[src/rtl/debug_pkg.sv]
// Shared opcodes, response headers and FSM encodings for the MicroBlaze <-> MIPS debug path.
// Also imported by microblaze_mips_interface.
package debug_pkg;

   localparam logic [5:0] OpReqData = 6'b000011;
   localparam logic [5:0] OpGibData = 6'b100101;
   localparam logic [5:0] OpGotData = 6'b100100;
   localparam logic [5:0] OpCount   = 6'b001100;
   localparam logic [5:0] OpAbort   = 6'b111110;

   // Response frame headers; the low bits of OK/NOK frames are zero, IDLE is all-ones.
   localparam logic [5:0] HdrOk  = 6'b000011;
   localparam logic [5:0] HdrNok = 6'b000010;

   localparam logic [5:0] SelNone = 6'b111111;

   localparam logic [1:0] StIdle    = 2'd0;
   localparam logic [1:0] StCapture = 2'd1;
   localparam logic [1:0] StReady   = 2'd2;

   typedef logic [5:0] opcode_t;

endpackage

[src/rtl/debug_capture_ram.sv]
// Capture buffer: one write port, one synchronous read port, no reset on storage.
module debug_capture_ram #(
   parameter int unsigned NB_FRAME = 32,
   parameter int unsigned N_WORDS  = 8,
   localparam int unsigned AW      = $clog2(N_WORDS)
) (
   input  logic                clk_i,
   input  logic                we_i,
   input  logic [AW-1:0]       waddr_i,
   input  logic [NB_FRAME-1:0] wdata_i,
   input  logic [AW-1:0]       raddr_i,
   output logic [NB_FRAME-1:0] rdata_o
);

   logic [NB_FRAME-1:0] mem_q [N_WORDS];
   logic [NB_FRAME-1:0] rdata_q;

   always_ff @(posedge clk_i) begin
      if (we_i) begin
         mem_q[waddr_i] <= wdata_i;
      end
      rdata_q <= mem_q[raddr_i];
   end

   assign rdata_o = rdata_q;

endmodule

[src/rtl/debug_capture_bridge.sv]
// Debug bridge: on MicroBlaze command, captures pipeline debug words into a buffer,
// then serves them back one frame per command.
module debug_capture_bridge
   import debug_pkg::*;
#(
   parameter int unsigned NB_FRAME  = 32,
   parameter int unsigned N_WORDS   = 8,
   parameter int unsigned NB_SELECT = 6
) (
   input  logic                 i_clock,
   input  logic                 i_reset_n,
   input  logic [NB_FRAME-1:0]  i_cmd,
   input  logic [NB_FRAME-1:0]  i_frame_from_mips,
   input  logic                 i_eod,
   output logic [NB_SELECT-1:0] o_request_select,
   output logic [NB_FRAME-1:0]  o_frame_to_blaze,
   output logic                 o_busy,
   output logic                 o_overflow
);

   localparam int unsigned AW = $clog2(N_WORDS);
   localparam int unsigned CW = AW + 1;
   localparam logic [CW-1:0] MaxCnt = CW'(N_WORDS);
   localparam logic [NB_FRAME-1:0] FrameOk  = {HdrOk, {(NB_FRAME-6){1'b0}}};
   localparam logic [NB_FRAME-1:0] FrameNok = {HdrNok, {(NB_FRAME-6){1'b0}}};

   logic [1:0]           state_q, state_d;
   logic [NB_SELECT-1:0] sel_q, sel_d;
   logic [CW-1:0]        wr_cnt_q, wr_cnt_d;
   logic [CW-1:0]        rd_ptr_q, rd_ptr_d;
   logic                 ovf_q, ovf_d;
   logic [NB_FRAME-1:0]  frame_q, frame_d;
   logic                 valid_q;

   opcode_t             cmd_op;
   logic                cmd_valid;
   logic                cmd_fire;
   logic                abort_fire;
   logic                ram_we;
   logic [NB_FRAME-1:0] ram_rdata;
   logic                unused_cmd_bits;

   assign cmd_op          = i_cmd[NB_FRAME-1 -: 6];
   assign cmd_valid       = i_cmd[NB_FRAME-7];
   assign cmd_fire        = cmd_valid & ~valid_q;
   assign abort_fire      = cmd_fire && (cmd_op == OpAbort);
   assign unused_cmd_bits = ^i_cmd[NB_FRAME-8:NB_SELECT];

   always_comb begin
      state_d  = state_q;
      sel_d    = sel_q;
      wr_cnt_d = wr_cnt_q;
      rd_ptr_d = rd_ptr_q;
      ovf_d    = ovf_q;
      frame_d  = frame_q;
      ram_we   = 1'b0;

      if (cmd_fire) begin
         case (cmd_op)
            OpReqData: begin
               if (state_q == StIdle) begin
                  state_d  = StCapture;
                  sel_d    = i_cmd[NB_SELECT-1:0];
                  wr_cnt_d = '0;
                  rd_ptr_d = '0;
                  ovf_d    = 1'b0;
                  frame_d  = FrameOk;
               end else begin
                  frame_d = FrameNok;
               end
            end
            OpGibData: begin
               if (state_q == StReady && rd_ptr_q < wr_cnt_q) begin
                  frame_d  = ram_rdata;
                  rd_ptr_d = rd_ptr_q + CW'(1);
               end else begin
                  frame_d = FrameNok;
               end
            end
            OpGotData: begin
               if (state_q == StReady) begin
                  frame_d = (rd_ptr_q == wr_cnt_q) ? FrameOk : FrameNok;
                  state_d = StIdle;
               end else begin
                  frame_d = FrameNok;
               end
            end
            OpCount: begin
               frame_d = {OpCount, ovf_q, {(NB_FRAME-7-CW){1'b0}}, wr_cnt_q};
            end
            OpAbort: begin
               state_d  = StIdle;
               wr_cnt_d = '0;
               rd_ptr_d = '0;
               frame_d  = FrameOk;
            end
            default: frame_d = FrameNok;
         endcase
      end

      // An abort wins over the capture step of the same cycle.
      if (state_q == StCapture && !abort_fire) begin
         if (i_eod) begin
            state_d = StReady;
         end else if (wr_cnt_q < MaxCnt) begin
            ram_we   = 1'b1;
            wr_cnt_d = wr_cnt_q + CW'(1);
         end else begin
            state_d = StReady;
            ovf_d   = 1'b1;
         end
      end
   end

   always_ff @(posedge i_clock or negedge i_reset_n) begin
      if (!i_reset_n) begin
         state_q  <= StIdle;
         sel_q    <= '1;
         wr_cnt_q <= '0;
         rd_ptr_q <= '0;
         ovf_q    <= 1'b0;
         frame_q  <= '1;
         valid_q  <= 1'b0;
      end else begin
         state_q  <= state_d;
         sel_q    <= sel_d;
         wr_cnt_q <= wr_cnt_d;
         rd_ptr_q <= rd_ptr_d;
         ovf_q    <= ovf_d;
         frame_q  <= frame_d;
         valid_q  <= cmd_valid;
      end
   end

   // Read address follows the next pointer so ram_rdata always holds buf[rd_ptr_q].
   debug_capture_ram #(
      .NB_FRAME (NB_FRAME),
      .N_WORDS  (N_WORDS)
   ) u_ram (
      .clk_i   (i_clock),
      .we_i    (ram_we),
      .waddr_i (wr_cnt_q[AW-1:0]),
      .wdata_i (i_frame_from_mips),
      .raddr_i (rd_ptr_d[AW-1:0]),
      .rdata_o (ram_rdata)
   );

   assign o_busy           = (state_q == StCapture);
   assign o_request_select = o_busy ? sel_q : '1;
   assign o_frame_to_blaze = frame_q;
   assign o_overflow       = ovf_q;

endmodule
[config.mk]
export PLATFORM = sky130hd
export DESIGN_NAME = debug_capture_bridge
export DESIGN_NICKNAME = d
export VERILOG_FILES = /design/src/rtl/debug_pkg.sv /design/src/rtl/debug_capture_ram.sv /design/src/rtl/debug_capture_bridge.sv
export SDC_FILE = /design/constraint.sdc
export NUM_CORES = 1
export LEC_CHECK = 0
export CORE_ASPECT_RATIO = 1.4
export CORE_UTILIZATION = 24
export CTS_CLUSTER_SIZE = 8
export DETAILED_ROUTE_END_ITERATION = 10
export GPL_TIMING_DRIVEN = 0
export PLACE_DENSITY_LB_ADDON = 0.2
export SYNTH_ARGS = -nofsm -noshare
export SYNTH_HDL_FRONTEND = slang
export SYNTH_SLANG_ARGS = --single-unit
[constraint.sdc]
create_clock -name i_clock -period 6.4 [get_ports i_clock]
set_input_delay 1.28 -clock i_clock [delete_from_list [all_inputs] [get_ports i_clock]]
set_output_delay 1.28 -clock i_clock [all_outputs]
set_load 0.005 [all_outputs]
* Word level (Yosys, flattened, before mapping) *
Memory sizes are Yosys's and may differ from the RTL's. A register that Yosys moved wholly into a read port is not among the register bits.
Index checks and enable logic that the tools add are counted.

word-level totals
  memory bits (read-only) = 0
  RAM bits = 256
  flip-flop bits (word level) = 50
  input port bits = 67
  memories = 1
  bits in latches = 0
  output and inout port bits = 40
  logic and storage cells = 67

cells by class
  magnitude comparators = 2
  bitwise operators = 2
  equality and inequality tests = 10
  divide/modulo/power cells = 0
  $mul = 0
  reductions and logical operators = 8
  add/sub/neg operators = 2
  mux-type cells = 34
  shift operators = 0

memory list
  name         words  width  read ports  clocked after Yosys merged registers in  wr ports  RTL line                 source
  u_ram.mem_q  8      32     1           1                                        1         debug_capture_ram.sv:15  logic [NB_FRAME-1:0] mem_q [N_WORDS];

operators by type and width
  operator                                              number
  one-hot mux 32 bit (5 select lines)                   1
  two-way mux 27 bit                                    3
  two-way mux 32 bit                                    1
  two-way mux 4 bit                                     7
  equality test 6 bit (second input constant)           3
  two-way mux 2 bit                                     6
  one-hot mux 4 bit (3 select lines)                    1
  two-way mux 1 bit                                     11
  adder 4 x 1 -> 4 bit (second input constant)          2
  one-hot mux 4 bit (2 select lines)                    1
  equality test 6 x 2 -> 1 bit (second input constant)  1
  equality test 6 x 4 -> 1 bit (second input constant)  1
  two-way mux 6 bit                                     1
  one-hot mux 2 bit (3 select lines)                    1
  equality test 4 bit                                   1
  < comparator 4 bit                                    1
  < comparator 4 bit (second input constant)            1
  inequality test 2 bit (second input constant)         2
  AND reduction 4 bit                                   1
  logical AND 1 bit                                     3
  two-way mux 3 bit                                     1
  AND reduction 3 bit                                   1
  nonzero test 3 bit                                    1
  equality test 2 x 1 -> 1 bit (second input constant)  1
  other kinds (5)                                       5

* Logic depth before layout (Yosys ltp) *
  depth after elaboration = 8
  depth in mapped cells = 11
  gate-level depth less buffers = 10

* By module *
A second synthesis with hierarchy kept.

second synthesis, totals
  cells, all modules = 618
  area total of the unflattened synthesis = 12849.8 um2

modules (own cells, without submodules)
  module                instances  area each (um2)  seq. area each (um2)  cells an instance
  debug_capture_ram     1          10466.3          8328.0                415
  debug_capture_bridge  1          2383.5           1298.7                203

* Worst setup path after synthesis *
OpenSTA, ideal clock, no wires.

  path type = in2reg
  from = in i_cmd[27]
  to = mem u_ram.mem_q[1][0] (enable)
  buffers on the path = 0
  setup time = 0.461 ns
  path slack = 1.472 ns
  required time = 5.939 ns
  arrival = 4.467 ns
  cell stages on the path = 6
  path through = and4b_1 -> nand3_1 -> o21ai_0 -> nor3_1 -> nand2_1 -> nor3_1

between the ends
  word-level cells in the longest chain between the ends = 7

RTL lines
  what                                     RTL line                     source
  start, declared                          debug_capture_bridge.sv:12   input logic [NB_FRAME-1:0] i_cmd,
  equality test 6 bit                      debug_capture_bridge.sv:46   assign abort_fire = cmd_fire && (cmd_op == OpAbort);
  logical AND 1 bit                        debug_capture_bridge.sv:46
  zero test 1 bit                          debug_capture_bridge.sv:102  if (state_q == StCapture && !abort_fire) begin
  logical AND 1 bit                        debug_capture_bridge.sv:102
  two-way mux 1 bit                        debug_capture_bridge.sv:102
  two-way mux 1 bit                        debug_capture_ram.sv:19      if (we_i) begin
  two-way mux 1 bit (not written as such)  debug_capture_ram.sv:20      mem_q[waddr_i] <= wdata_i;
  end, declared                            debug_capture_ram.sv:15

No other way between the ends.

* Worst setup path after layout *
  from = in i_cmd[25]
  to = reg u_ram.rdata_q[25] (netlist: u_ram.rdata_o[25]), read port of u_ram.mem_q

between the ends
  word-level cells in the longest chain between the ends = 2

RTL lines
  what               RTL line                    source
  bitwise AND 1 bit  debug_capture_bridge.sv:45  assign cmd_fire = cmd_valid & ~valid_q;
  two-way mux 3 bit  debug_capture_bridge.sv:58  if (cmd_fire) begin
  end, declared      debug_capture_ram.sv:16     logic [NB_FRAME-1:0] rdata_q;

No other way between the ends.
A chain may end at the register's enable or synchronous reset.

==> flow_summary.json <==
{
  "clk_pin_slew_worst_paths_ns": 0.05,
  "finalSetupViolCount": 0,
  "min_path_type": "reg -> reg",
  "syn_area_per_cell_sq_um": 16.15,
  "cp_data_required_time_ns": 6.82,
  "leakagePower_nw": 5.737,
  "hold_viol": 0,
  "drive_above_1_share": 0.2232,
  "fin_skew_ns": 0.01999,
  "rsz0062_at_grt": "no",
  "crit_arrival_ns": 4.77,
  "dieArea_sq_um": 56010,
  "grt_pass1_wl_mm": 50.13,
  "cp_num_buf_inv": 3,
  "fin_hold_ws_ns": 0.3989,
  "antenna_left": 0,
  "drt-pass1-iter-count": 5,
  "synth_edf_count": 256,
  "cts_tree": "yes",
  "cts_resized": 0,
  "grt_pass1_vias": 7836,
  "core-area_sq_um": 54340,
  "clock_latency_ns": 0.55,
  "routabilityCongestion": 0.6994,
  "portBuffers": 87,
  "synthesis.area_sq_um": 13210,
  "relSlewSlack": 0.2929,
  "r2r-end": "u_ram.mem_q[0][26]",
  "setup_ws_ns": 2.051,
  "gr-usage-all-layers": 0.1204,
  "cts_made_buffers": 48,
  "min_period_ns": 4.349,
  "syn2layout_area_growth_pct": 26.08,
  "post_cts_buffers": 0,
  "reg2reg_from": "state_q[0]",
  "diodes": 0,
  "netSwitchingFraction": 0.2235,
  "ys_types": 52,
  "r2r_setup_slack_ns": 2.79,
  "viasPerCell": 4.178,
  "power_mw": 5.094,
  "ios": 107,
  "clock-sinks": 338,
  "power.share.clock": 0.457,
  "drt_iter0_drc": 346,
  "post-dp-hpwl_mm": 21.86,
  "vias": 7223,
  "worstPathMaxFanout": 10,
  "maxCapViolations": 0,
  "die_x_um": 200.3,
  "pre_cts_ws_ns": 1.445,
  "path_depth": 10,
  "ys_ff_latch": 338,
  "cp_cell_sequence": "clkdlybuf4s50_1 -> nor2b_1 -> clkbuf_1 -> o31a_1 -> o31ai_4 -> o31ai_4 -> nand2b_1 -> clkbuf_1 -> o22ai_1 -> nor2_1",
  "cpPeakStageDelay_ns": 0.55,
  "grt_overflow_total": 0,
  "reg2reg_depth": 8,
  "drc": 0,
  "pwr-share-comb": 0.058,
  "row_count": 101,
  "seqPwrFrac": 0.485,
  "cp-endpoint": "u_ram.rdata_o[25]",
  "grt_max_degree": 51,
  "finalCritPeriodShare": 0.6796,
  "cts_buffer_depth": 3,
  "critPathLaunch": "i_cmd[25]",
  "die_h_um": 279.6,
  "p_switching_mw": 1.139,
  "h-tree-depth": 2,
  "syn-instance-count": 818,
  "wl_mm": 33.41,
  "critPathLaunchType": "primary input",
  "fmax_ghz": 0.2299,
  "fin_util": 0.3066,
  "drv_slew": 0,
  "synth_fp_nets": 891,
  "start_util": 0.2432,
  "intPower_mw": 3.956,
  "status": "completed",
  "async_flop_share": 0.1479,
  "crit_family": "buffers and inverters",
  "cts-root-buf": "clkbuf_16",
  "fin_nets": 1042,
  "worst_slew_pin_slew_ns": 1.053,
  "antenna_found_initial": 3,
  "seq_area_frac_synth": 0.7285,
  "p_per_area_nw_per_um2": 305.8,
  "critical_path_class": "in -> reg",
  "yosys_warnings": 0,
  "cp_slowest_cell": "clkbuf_1",
  "cts.hold.buffers_added": 0,
  "wl_per_cell_um": 19.33,
  "ir_worst_vdd_uv": 157.1,
  "synth_ff_type": "edfxtp_1",
  "endpoint_kind": "flip-flop"
}
-- how the worst min path moves through the flow --
| stage | startpoint | end | slack (ns) | cells after the start |
|---|---|---|---|---|
| floorplan | u_ram.rdata_o[10] | o_frame_to_blaze[10] | 0.38 | 2 |
| detailed placement | u_ram.rdata_o[14] | o_frame_to_blaze[14] | 0.39 | 2 |
| finish | u_ram.rdata_o[8] | o_frame_to_blaze[8] | 0.40 | 2 |
| global route | u_ram.rdata_o[15] | o_frame_to_blaze[15] | 0.42 | 2 |
| global placement | u_ram.rdata_o[14] | o_frame_to_blaze[14] | 0.39 | 2 |
| CTS | u_ram.rdata_o[15] | o_frame_to_blaze[15] | 0.40 | 2 |
-- area by class of cell --
cell class / instances / area [sq um]
Fill cell: 5469 / 37680
Sequential cell: 338 / 9627
Multi-Input combinational cell: 432 / 3354
Clock buffer: 86 / 1344
Timing Repair Buffer: 101 / 1082
Tap cell: 721 / 902.1
Buffer: 39 / 260.3
Clock inverter: 3 / 56.30
Inverter: 9 / 33.78
-- cell usage after synthesis (all sizes together), types with 2 or more instances --
master	instances	area share
ha	6	0.0057
dfxtp	32	0.048
a21oi	8	0.0030
or3	2	0.00095
dfstp	38	0.076
nor4	3	0.0019
xnor2	2	0.0013
o21ai	6	0.0023
a211oi	4	0.0032
o22ai	63	0.030
dfrtp	12	0.023
nor2	61	0.018
nand2	67	0.019
nand2b	10	0.0047
nand3	26	0.0098
buf	25	0.016
mux2i	4	0.0030
nor2b	4	0.0019
nor3	6	0.0023
a221oi	6	0.0044
inv	9	0.0026
mux2	133	0.12
edfxtp	256	0.58
clkbuf	14	0.0040
o31ai	5	0.0049
-- routing by layer --
metal,routed length (um),track usage,up-vias
met5,37,0,-
met4,721,0.03856,6
met3,1608,0.02745,61
met2,17280,0.2190,141
met1,13760,0.1387,3599
li1,-,-,3416
-- state kept, by name, indices dropped and copies added, names as in the netlist --
signal,cells
sel_q,6
valid_q,1
state_q,2
rd_ptr_q,4
u_ram.mem_q,256
wr_cnt_q,4
o_frame_to_blaze,32
o_overflow,1
u_ram.rdata_o,32
-- tightest hold or removal path: cells and delay by family, from the launching register on --
| kind | cells | cell delay [ns] |
|---|---|---|
| flops | 1 | 0.30 |
| simple gates | 2 | 0.11 |
-- kinds of logic (layout without fill, tap and decap cells) --
family                     Yosys count  count (layout)  synth area share
and+or+nand+nor                    188             188           0.06496
adders and majority gates            6               6          0.005681
xor gates and xnor gates             2               2          0.001326
muxes                              137             137            0.1249
AOI/OAI and AO/OA                   99              99           0.05236
DFF                                338             338            0.7285
buffers and inverters               48             238           0.02225
-- power groups by stage --
stage                     registers [mW]  logic (mW)  clock network (mW)
after floorplan                     2.49       0.146                   0
after global placement              2.51       0.299                   0
after detailed placement            2.51       0.305                   0
after CTS                           2.47       0.305                2.41
after global routing                2.47       0.329                2.48
final                               2.47       0.295                2.33
-- metrics by stage --
stage / instance area (sq um) / setup TNS (ns) / cells
6_report: 16660 / 0 / 1729
5_1_grt: 16660 / 0 / 1729
4_1_cts: 16660 / 0 / 1729
3_5_place_dp: 15260 / 0 / 1640
3_3_place_gp: 14990 / -166.53 / 1626
2_1_floorplan: 13210 / 0 / 818
-- cells in the final DEF (no fill, tap or decap), types with 3 or more instances in the layout --
cell             netlist  routed
ha_1                   6       6
mux2_4                30      30
nand2_1               67      67
buf_6                 12      17
clkdlybuf4s50_1        0      86
mux2_1                52      52
clkbuf_1              14      52
a211oi_1               3       3
dfxtp_1               32      32
a221oi_1               5       5
nand2b_1              10      10
buf_4                  5       7
inv_1                  8       8
nor2b_1                4       4
a21oi_1                8       8
dfstp_2               38      38
o22ai_1               63      63
edfxtp_1             256     256
o31ai_1                3       3
clkbuf_16              0      48
buf_1                  4       4
o21ai_0                6       6
nor3_1                 6       4
buf_12                 0       6
mux2_2                51      51
mux2i_1                4       4
nor2_4                 1       7
nand3_1               26      26
nor2_1                60      54
buf_2                  4       4
dfrtp_1               12      12
No activity file was read; power rests on OpenSTA's default activity.
